**config.mk**
```make
export PLATFORM = sky130hd
export DESIGN_NAME = cdb_arbiter
export DESIGN_NICKNAME = d
export VERILOG_FILES = /design/src/rtl/cdb_arbiter_pkg.sv /design/src/rtl/cdb_arbiter_rr_picker.sv /design/src/rtl/cdb_arbiter.sv
export SDC_FILE = /design/constraint.sdc
export NUM_CORES = 1
export LEC_CHECK = 0
export ABC_AREA = 1
export CAP_MARGIN = 25
export CORE_MARGIN = 2
export CORE_UTILIZATION = 45
export CTS_BUF_LIST = sky130_fd_sc_hd__clkbuf_8
export CTS_CLUSTER_SIZE = 16
export DETAILED_ROUTE_END_ITERATION = 7
export GPL_TIMING_DRIVEN = 0
export PLACE_DENSITY = 0.85
export RECOVER_POWER = 100
export SYNTH_ARGS = -nofsm -noshare
export SYNTH_HDL_FRONTEND = slang
export SYNTH_SLANG_ARGS = --single-unit
```
**constraint.sdc**
```tcl
create_clock -name clk_i -period 4.46 [get_ports clk_i]
set_input_delay 1.115 -clock clk_i [delete_from_list [all_inputs] [get_ports clk_i]]
set_output_delay 1.115 -clock clk_i [all_outputs]
set_load 0.05 [all_outputs]
```
**src/rtl/cdb_arbiter_pkg.sv**
```systemverilog
// Shared Tomasulo types: CDB sizing constants and the broadcast word layout.
package tomasula_types;

  localparam int unsigned rob_tag_width = 5;
  localparam int unsigned num_cdb_req   = 6;
  localparam int unsigned cdb_src_width = 3;
  // Requester slot that carries a branch outcome (resbr).
  localparam int unsigned br_req_idx    = 4;

  typedef struct packed {
    logic                     valid;
    logic [rob_tag_width-1:0] tag;
    logic [31:0]              data;
    logic [cdb_src_width-1:0] src;
    logic                     br_taken;
  } cdb_word;

endpackage

```
**src/rtl/cdb_arbiter_rr_picker.sv**
```systemverilog
// Round-robin picker: first set request at or after ptr, wrapping modulo N.
// Purely combinational so it can be shared by other arbiters.
module rr_picker #(
  parameter int unsigned N = 6,
  parameter int unsigned W = 3
) (
  input  logic [N-1:0] req,
  input  logic [W-1:0] ptr,
  output logic [N-1:0] gnt,
  output logic [W-1:0] idx
);

  // Scan N positions starting at ptr; the first hit wins.
  always_comb begin
    int unsigned cand;
    logic        hit;
    gnt  = '0;
    idx  = '0;
    hit  = 1'b0;
    cand = 0;
    for (int unsigned i = 0; i < N; i++) begin
      cand = (32'(ptr) + i) % N;
      if (!hit && req[cand]) begin
        hit       = 1'b1;
        gnt[cand] = 1'b1;
        idx       = W'(cand);
      end
    end
  end

endmodule

```
**src/rtl/cdb_arbiter.sv**
```systemverilog
// Common data bus arbiter: round-robin grant among result producers,
// registered one-cycle broadcast, flush squash and a busy-cycle counter.
module cdb_arbiter
  import tomasula_types::*;
#(
  parameter int unsigned NUM_REQ = num_cdb_req,
  parameter int unsigned TAG_W   = rob_tag_width
) (
  input  logic                           clk_i,
  input  logic                           reset_n_i,
  input  logic [NUM_REQ-1:0]             req_i,
  input  logic [NUM_REQ-1:0][TAG_W-1:0]  req_tag_i,
  input  logic [NUM_REQ-1:0][31:0]       req_data_i,
  input  logic                           req_br_taken_i,
  input  logic                           flush_i,
  output logic [NUM_REQ-1:0]             gnt_o,
  output logic                           cdb_valid_o,
  output logic [TAG_W-1:0]               cdb_tag_o,
  output logic [31:0]                    cdb_data_o,
  output logic [cdb_src_width-1:0]       cdb_src_o,
  output logic                           cdb_br_taken_o,
  output logic [31:0]                    busy_cnt_o
);

  logic [cdb_src_width-1:0] rr_ptr;
  logic [cdb_src_width-1:0] win;
  logic [cdb_src_width-1:0] ptr_next;
  logic [NUM_REQ-1:0]       req_eff;
  logic                     any_gnt;
  logic                     valid_q;

  // Flush and reset both hide every request, so no grant can leak out.
  always_comb begin
    req_eff = req_i & {NUM_REQ{reset_n_i & ~flush_i}};
  end

  rr_picker #(
    .N (NUM_REQ),
    .W (cdb_src_width)
  ) u_picker (
    .req (req_eff),
    .ptr (rr_ptr),
    .gnt (gnt_o),
    .idx (win)
  );

  // Pointer advances to the slot after the winner, wrapping at NUM_REQ.
  always_comb begin
    any_gnt  = |gnt_o;
    ptr_next = (32'(win) == NUM_REQ - 1) ? '0 : win + 1'b1;
  end

  // A flush also kills the broadcast already registered from last cycle.
  always_comb begin
    cdb_valid_o = valid_q & ~flush_i;
  end

  // Broadcast register, round-robin pointer and busy counter.
  always_ff @(posedge clk_i or negedge reset_n_i) begin
    if (!reset_n_i) begin
      rr_ptr         <= '0;
      valid_q        <= 1'b0;
      cdb_tag_o      <= '0;
      cdb_data_o     <= '0;
      cdb_src_o      <= '0;
      cdb_br_taken_o <= 1'b0;
      busy_cnt_o     <= '0;
    end else begin
      valid_q <= any_gnt;
      if (any_gnt) begin
        rr_ptr         <= ptr_next;
        cdb_tag_o      <= req_tag_i[win];
        cdb_data_o     <= req_data_i[win];
        cdb_src_o      <= win;
        cdb_br_taken_o <= req_br_taken_i & (32'(win) == br_req_idx);
      end
      if (cdb_valid_o) begin
        busy_cnt_o <= busy_cnt_o + 32'd1;
      end
    end
  end

endmodule

```
==> metrics.cfg, run 1 <==
[flow_run]
drv_cap = 1

[synthesis]
ys_ff_latch = 77
ys_types = 36
synth_top_family_by_area = simple AND/OR/NAND/NOR gates
synth_xor_xnor_area_share_pct = 3.91
yosysTopAreaCell = nand2_1
synthMuxAreaShare_pct = 0
synthTopCellsByArea = nand2_1, dfrtp_1, nand3_1, nand4_1, ha_1
synth_top_area_share_pct = 30.0
mappedNetlistArea_um2 = 7390
yosys.area_share.simple_pct = 54.0
syn-num-nets = 1490
netlist_instances = 1237
yosysSeqAreaShare_pct = 26.1
synthAdderAreaFrac_pct = 3.56
avgSynthCellArea_um2 = 5.97
ys_warn_count = 0
synth-compound-area-share_pct = 2.95

[sta]
clock-skew-final_ns = 0.00646
setup_viol = 0
max_slew_margin_pct = -30.9
worstMarginPinSlew_ns = 1.96
fin_crit_sh_pct = 98.9
maxSlewViolCount = 36
finalHoldViolCount = 0
rsz0062_at_grt = true
finalCriticalPeriod_ns = 4.41
clock.fmax_mhz = 227

[clocking]
ctsLongestPathBuffers = 2
cts_tree = yes
cts.sinks = 77
root_buffer = clkbuf_8
cts_inserted_buffers = 9
insertion_delay_ns = 0.37
h-tree-depth = 3
path_clk_slew_ns = 0.09

[layout]
final_nets = 1857
fillers = 1331
final_common_cell = nand2_1
fin_cells = 1828
syn_to_final_growth_pct = 58.9
fin_util_pct = 73.6
final_cell_mix = nand2_1, clkdlybuf4s50_1, nand3_1
drive_above_1_share_pct = 14.3

[drt]
drc = 0
via_count = 9989
drtIter0Drc = 1036
firstDrtPassIters = 6
wl_um = 33600
drt-wirelength-per-cell_um = 18.4
avgViaCountPerCell = 5.46
ant_nets = 0

[global_routing]
grt_use_met1_pct = 43.8
grt_pass1_wl_um = 49800
grt.total_usage_pct = 36.5
met3_usage_pct = 7.57
grt_remaining_overflow = 0
grt_pass1_vias = 9189
grt_start_max_net_pins = 36
antenna_found_initial = 4
top_usage_layer = met2
grtUsageMet2_pct = 62.7

[floorplan]
pin_count = 312
start_util_pct = 46.3
fp.dieArea_um2 = 17500
core_area_um2 = 15900
die_w_um = 132
fp.dieH_um = 132
rows = 46

[outcome]
violations = capacitance limit, slew limit
status = complete, but fails checks

[setup_path]
path_class = reg2out
critPathMaxFanout = 7
critPathRequiredTime_ns = 3.35
worstPathArrival_ns = 3.30
endpoint_kind = output port
startpoint_type = register

[place]
place_congestion = 0.930
placedCellCount = 1765
dp_hpwl_um = 25700
port_buffers = 311

[min_path]
hold_class = reg2reg

## metrics by stage
stage | worst slack, ns | cell area (um2) | setup TNS [ns] | hold WS (ns)
3_5_place_dp | -1.20 | 10800 | -19.64 | 0.466
4_1_cts | 0.00158 | 11400 | 0 | 0.478
6_report | 0.0495 | 11700 | 0 | 0.470
5_1_grt | -0.115 | 11700 | -0.499 | 0.515
2_1_floorplan | 0.0926 | 7390 | 0 | 0.574
3_3_place_gp | -3.89 | 10800 | -195.10 | 0.461
## cells by family (layout without fill, tap and decap cells)
group | after synthesis | in the layout
simple gates | 921 | 921
buf+inv | 149 | 521
flops | 77 | 77
compound gates | 36 | 36
xor+xnor | 33 | 33
fa+ha+maj | 21 | 21
other cells | 0 | 3
## registers in the layout (all words and copies together), names as in the netlist
| signal | flops |
|---|---|
| cdb_br_taken_o | 1 |
| valid_q | 1 |
| rr_ptr | 3 |
| cdb_src_o | 3 |
| cdb_tag_o | 5 |
| busy_cnt_o | 32 |
| cdb_data_o | 32 |
## synth_stat cells (all sizes together)
cell,instances
buf,71
nand3b,3
o21ai,20
nand2,597
xor2,19
nor2,56
xnor2,14
nor3,11
a31oi,4
and2,2
inv,72
and3,1
o211ai,1
clkbuf,6
o22a,1
a21boi,1
or2,1
nand3,162
ha,21
a21oi,7
o21bai,2
nand4,86
nor3b,2
dfrtp,77
## per-layer routing
layer  vias to the layer above  share of wire [%]  routed length [um]
li1                       4742                  -                   -
met1                      4590                 38               12700
met2                       551                 48               16200
met3                       104                8.8                2960
met4                         2                5.0                1690
met5                         -              0.048                  16
## final timing paths
check                      cells after the start  slack, ns                    endpoint                        from
min in group asynchronous                      1       0.54  busy_cnt_o[31]$_DFFE_PN0P_                   reset_n_i
max in group asynchronous                      2       1.84  busy_cnt_o[11]$_DFFE_PN0P_                   reset_n_i
max reg2reg                                   26       0.43  cdb_data_o[23]$_DFFE_PN0P_       rr_ptr[0]$_DFFE_PN0P_
min reg2reg                                    1       0.47  busy_cnt_o[31]$_DFFE_PN0P_  busy_cnt_o[31]$_DFFE_PN0P_
max                                           21       0.05                    gnt_o[1]       rr_ptr[1]$_DFFE_PN0P_
min                                            1       0.47  busy_cnt_o[31]$_DFFE_PN0P_  busy_cnt_o[31]$_DFFE_PN0P_
## critical path, stage by stage (launching register included)
cell and delay [ns]:
dfrtp_2 0.48, clkinv_4 0.15, ha_4 0.21, nand2_4 0.07
nand2_4 0.07, ha_4 0.27, inv_2 0.03, nand2_2 0.04
nand2_2 0.07, nand2_4 0.09, nor2_4 0.06, buf_6 0.12
o21ai_4 0.22, inv_2 0.10, nand2_4 0.10, nand2_4 0.09
buf_6 0.12, nand4_1 0.06, nor2_1 0.05, nor2_1 0.15
nand3_2 0.17, buf_8 0.19
## layout make-up
| cell class | count | area [um2] | area share [%] |
|---|---|---|---|
| Antenna cell | 3 | 7.51 | 0.0639 |
| Buffer | 76 | 435 | 3.71 |
| Clock buffer | 9 | 124 | 1.05 |
| Clock inverter | 7 | 43.8 | 0.373 |
| Inverter | 72 | 288 | 2.45 |
| Multi-Input combinational cell | 1011 | 5140 | 43.8 |
| Sequential cell | 77 | 1930 | 16.4 |
| Tap cell | 216 | 270 | 2.30 |
| Timing Repair Buffer | 357 | 3500 | 29.8 |
## what timing repair did
item | in CTS | in global routing
pin swaps | 13 | 30
buffers inserted | 22 | 21
cloned | 2 | 0
endpoints found under the setup margin | 45 | 6
hold buffers | 0 | 0
gates resized for setup | 104 | 65
Power of run 1 is left out: the tool's default activity adds up to more than one toggle a clock period on the data nets, which glitch-free logic cannot reach.
==> run 2, diff against run 1 <==
--- a/config.mk
+++ b/config.mk
@@ -7,14 +7,15 @@
 export LEC_CHECK = 0
 export ABC_AREA = 1
 export CAP_MARGIN = 25
-export CORE_MARGIN = 2
-export CORE_UTILIZATION = 45
+export CORE_MARGIN = 4
+export CORE_UTILIZATION = 43
 export CTS_BUF_LIST = sky130_fd_sc_hd__clkbuf_8
 export CTS_CLUSTER_SIZE = 16
 export DETAILED_ROUTE_END_ITERATION = 7
 export GPL_TIMING_DRIVEN = 0
-export PLACE_DENSITY = 0.85
+export PLACE_DENSITY = 0.84
 export RECOVER_POWER = 100
 export SYNTH_ARGS = -nofsm -noshare
 export SYNTH_HDL_FRONTEND = slang
+export SYNTH_HIERARCHICAL = 1
 export SYNTH_SLANG_ARGS = --single-unit
==> run 2 against run 1 <==
The run now ends clean. Cell area decreased by 5.6%. Critical endpoint is now gnt_o[0]. Via count fell by 9.3%. Count of clock-buffer cells in the layout grew 1.
==> metrics.cfg, run 2 <==
[outcome]
status = finished, final reports clean

[synthesis]
synthTopCellsByArea = dfrtp_1, nand2_1, a22oi_1, nand3_1, nor2_1
ys_types = 36
yosysMostFrequentCell = nand2_1
synth_top_area_share_pct = 28.4
ys.flop_type = dfrtp_1
avgSynthCellArea_um2 = 6.40
mappedNetlistArea_um2 = 6790
yosysTopAreaCell = dfrtp_1
ys_warn_count = 6
syn-num-nets = 1310
netlist_instances = 1060
synth_common_cells = nand2_1, nor2_1, nand3_1, inv_1, dfrtp_1
synth_edf_count = 0
yosysSeqAreaShare_pct = 28.4
ys_ff_latch = 77
async_flop_share_pct = 100

[setup_path]
endpoint_kind = output port
path_class = in2out
worstPathArrival_ns = 3.29
critPathMaxFanout = 8
critPathRequiredTime_ns = 3.35
startpoint_type = primary input

[place]
pre_cts_ws_ns = -1.18
port_buffers = 311
place_congestion = 0.949
place_area_um2 = 10200
dp_hpwl_um = 24400

[sta]
setup_viol = 0
rsz0062_at_grt = true
finalCriticalPeriod_ns = 4.40
maxSlewViolCount = 0
clock.fmax_mhz = 227
hold_ws_ns = 0.482
clock-skew-final_ns = 0.0138
worstMarginPinSlew_ns = 0.644
max_slew_margin_pct = 56.9
finalHoldViolCount = 0
fin_crit_sh_pct = 98.7
setup_ws_ns = 0.0589

[min_path]
hold_class = reg2reg

[drt]
drc = 0
wl_um = 32000
drt-wirelength-per-cell_um = 19.4
ant_nets = 0
firstDrtPassIters = 6
avgViaCountPerCell = 5.50
drtIter0Drc = 838
via_count = 9060

[clocking]
cts.sinks = 77
ctsLongestPathBuffers = 2
cts_tree = yes
insertion_delay_ns = 0.37
h-tree-depth = 3
path_clk_slew_ns = 0.08
cts_inserted_buffers = 9
root_buffer = clkbuf_8

[floorplan]
fp.dieArea_um2 = 17900
die_w_um = 134
start_util_pct = 44.3
fp.dieH_um = 134
rows = 45
pin_count = 312
core_area_um2 = 15300

[global_routing]
grt_pass1_wl_um = 46700
grt_start_max_net_pins = 32
grt.total_usage_pct = 33.4
antenna_found_initial = 5
grt_pass1_vias = 8633
grt_remaining_overflow = 0

[layout]
final_cell_area_um2 = 11100
drive_above_1_share_pct = 15.0
final_nets = 1676
syn_to_final_growth_pct = 63.3
reg_top3 = busy_cnt_o x32, cdb_data_o x32, cdb_tag_o x5
fin_util_pct = 72.3
final_cell_mix = nand2_1, clkdlybuf4s50_1, nor2_1
final_common_cell = nand2_1

[flow_run]
drv_cap = 0

-- run 2: final timing paths --
| check | start | to | slack (ns) | cells after the start |
|---|---|---|---|---|
| worst max-delay path | req_i[4] | gnt_o[0] | 0.06 | 15 |
| worst min-delay path | cdb_tag_o[2]$_DFFE_PN0P_ | cdb_tag_o[2]$_DFFE_PN0P_ | 0.48 | 2 |
| worst max register to register | rr_ptr[1]$_DFFE_PN0P_ | cdb_tag_o[2]$_DFFE_PN0P_ | 0.10 | 30 |
| worst min register to register | cdb_tag_o[2]$_DFFE_PN0P_ | cdb_tag_o[2]$_DFFE_PN0P_ | 0.48 | 2 |
| max in group asynchronous | reset_n_i | cdb_src_o[0]$_DFFE_PN0P_ | 3.30 | 2 |
| min in group asynchronous | reset_n_i | busy_cnt_o[26]$_DFFE_PN0P_ | 0.56 | 1 |
-- run 2: logic make-up after synthesis --
family	after synthesis	synth area share [%]
fa+ha+maj	18	3.32
compound gates	125	11.9
buf+inv	141	8.96
xor+xnor	23	2.97
flops	77	28.4
simple gates	676	44.5
-- run 2: cell type report --
class / instances / area, um2
Antenna cell: 5 / 12.5
Clock buffer: 10 / 138
Timing Repair Buffer: 356 / 3520
Tap cell: 211 / 264
Clock inverter: 6 / 37.5
Inverter: 94 / 382
Buffer: 46 / 246
Sequential cell: 77 / 1930
Multi-Input combinational cell: 842 / 4550
Fill cell: 1310 / 4240
-- run 2: metrics by stage --
stage,std cells,TNS [ns]
floorplan,1060,0
global placement,1582,-229.24
detailed placement,1583,-35.33
CTS,1623,0
global route,1647,-0.855
finish,1647,0
-- run 2: per-layer routing --
metal / wire length (um) / global-route usage, %
met3: 3100 / 8.23
met4: 1140 / 12.5
met1: 11700 / 39.8
met2: 16000 / 58.3
met5: 0 / 0
-- run 2: critical path, cell delays in order --
cell	delay, ns
clkdlybuf4s50_1	0.46
inv_1	0.04
nor2_1	0.11
inv_1	0.09
o21ai_4	0.19
nand4_1	0.16
nand2_2	0.16
inv_4	0.08
nand3_2	0.13
inv_2	0.08
nand2_1	0.06
nand3_1	0.11
a21oi_1	0.14
o211ai_1	0.14
buf_4	0.22
-- run 2: repair_timing --
item,in CTS,in global routing
gates resized for setup,74,64
buffers inserted,22,21
pin swaps,13,34
gates cloned,2,0
hold buffers,0,0
setup endpoints to repair,50,49
Power of run 2 is left out for the same reason.
==> run 3, diff against run 2 <==
--- a/config.mk
+++ b/config.mk
@@ -6,15 +6,16 @@
 export NUM_CORES = 1
 export LEC_CHECK = 0
 export ABC_AREA = 1
-export CAP_MARGIN = 25
+export CAP_MARGIN = 40
 export CORE_MARGIN = 4
 export CORE_UTILIZATION = 43
-export CTS_BUF_LIST = sky130_fd_sc_hd__clkbuf_8
+export CTS_BUF_LIST = sky130_fd_sc_hd__clkbuf_2 sky130_fd_sc_hd__clkbuf_4 sky130_fd_sc_hd__clkbuf_8
 export CTS_CLUSTER_SIZE = 16
 export DETAILED_ROUTE_END_ITERATION = 7
 export GPL_TIMING_DRIVEN = 0
 export PLACE_DENSITY = 0.84
 export RECOVER_POWER = 100
+export SETUP_SLACK_MARGIN = 0.05
 export SYNTH_ARGS = -nofsm -noshare
 export SYNTH_HDL_FRONTEND = slang
 export SYNTH_HIERARCHICAL = 1
==> run 3 against run 2 <==
Flip-flop and latch count stayed put. Count of clock-buffer cells in the layout is 1 lower. Core utilization is 0.53 points lower. Global-route usage is 0.34 points lower. Setup slack better by 0.082 ns. Register-to-register slack better by 0.15 ns. Hold slack better by 0.0042 ns. Critical path depth is 1 higher. Routed wire length is 2.5% lower. Critical endpoint is now gnt_o[2].
==> metrics.cfg, run 3 (same netlist as run 2, synthesis figures left out) <==
[outcome]
status = finished, final reports clean

[layout]
final_cell_area_um2 = 11000
drive_above_1_share_pct = 14.1
final_common_cell = nand2_1
syn_to_final_growth_pct = 62.1
final_cell_mix = nand2_1, clkdlybuf4s50_1, nor2_1
reg_top3 = busy_cnt_o x32, cdb_data_o x32, cdb_tag_o x5
final_nets = 1673

[place]
place_congestion = 0.956
place_area_um2 = 10200
dp_hpwl_um = 24400
port_buffers = 311
pre_cts_ws_ns = -1.08

[global_routing]
antenna_found_initial = 9
grt_pass1_wl_um = 45800
grt.total_usage_pct = 33.1
grt_pass1_vias = 8471
grt_remaining_overflow = 0
grt_start_max_net_pins = 65

[clocking]
cts_tree = yes
path_clk_slew_ns = 0.08
insertion_delay_ns = 0.37
root_buffer = clkbuf_8
postCtsHoldBufs = 0
cts.sinks = 77
h-tree-depth = 3
cts_inserted_buffers = 9
ctsLongestPathBuffers = 2

[sta]
clock-skew-final_ns = 0.0135
finalCriticalPeriod_ns = 4.32
clock.fmax_mhz = 232
setup_viol = 0
fin_crit_sh_pct = 96.8
maxSlewViolCount = 0
finalHoldViolCount = 0
worstMarginPinSlew_ns = 0.700
max_slew_margin_pct = 53.4
rsz0062_at_grt = true
setup_ws_ns = 0.141

[drt]
via_count = 8896
avgViaCountPerCell = 5.40
firstDrtPassIters = 5
drc = 0
wl_um = 31200
drt-wirelength-per-cell_um = 18.9
drtIter0Drc = 607
ant_nets = 0

[floorplan]
die_w_um = 134
fp.dieArea_um2 = 17900
core_area_um2 = 15300
fp.dieH_um = 134
pin_count = 312
start_util_pct = 44.3
rows = 45

[setup_path]
worstPathArrival_ns = 3.20
path_class = in2out
endpoint_kind = output port
critPathRequiredTime_ns = 3.35
critPathMaxFanout = 6
startpoint_type = primary input

[flow_run]
drv_cap = 0

[min_path]
hold_class = reg2reg

[run 3: repair_timing]
action                     CTS  global route
resized for setup           72            52
setup buffers               29            12
pin swaps                   18            37
setup endpoints to repair   45            46
[run 3: final timing paths]
check	from	to	slack (ns)	depth (start not counted)
worst max-delay path	flush_i	gnt_o[2]	0.14	16
worst min-delay path	cdb_src_o[1]$_DFFE_PN0P_	cdb_src_o[1]$_DFFE_PN0P_	0.49	2
worst max register to register	rr_ptr[1]$_DFFE_PN0P_	cdb_src_o[0]$_DFFE_PN0P_	0.25	26
worst min register to register	cdb_src_o[1]$_DFFE_PN0P_	cdb_src_o[1]$_DFFE_PN0P_	0.49	2
max in group asynchronous	reset_n_i	rr_ptr[1]$_DFFE_PN0P_	3.25	2
min in group asynchronous	reset_n_i	busy_cnt_o[6]$_DFFE_PN0P_	0.59	1
[run 3: per-layer routing]
metal,share of wire [%],vias up,global-route usage [%]
met5,0,-,0
met4,3.7,0,14.6
met3,8.8,73,8.72
met2,51,453,57.9
met1,37,4138,37.9
li1,-,4232,-
[run 3: through the flow]
stage	TNS [ns]	cells	hold slack [ns]	util, %
6_report	0	1648	0.486	71.8
3_3_place_gp	-227.34	1582	0.462	66.5
5_1_grt	-0.111	1648	0.510	71.8
4_1_cts	0	1627	0.492	69.9
3_5_place_dp	-25.70	1583	0.474	66.7
2_1_floorplan	0	1060	0.544	-
[run 3: area by class of cell]
class	count	area, um2
antenna	10	25.0
sequential	77	1930
fill	1293	4320
multi-input combinational	842	4510
tap	211	264
clock buffer	9	124
timing repair buffer	353	3450
buffer	46	255
inverter	94	378
clock inverter	6	65.1
[run 3: worst max-delay path, cell delays in order]
cell and delay (ns):
dlygate4sd2_1 0.27, inv_1 0.09, nand2_2 0.09, nor2_2 0.12
inv_1 0.08, o21ai_2 0.20, nand4_1 0.17, nand2_2 0.14
buf_4 0.14, nand3b_1 0.11, nand2_1 0.08, nand2_1 0.05
nand3_1 0.11, a21oi_1 0.05, o211ai_1 0.13, buf_4 0.25
Power of run 3 is left out for the same reason.
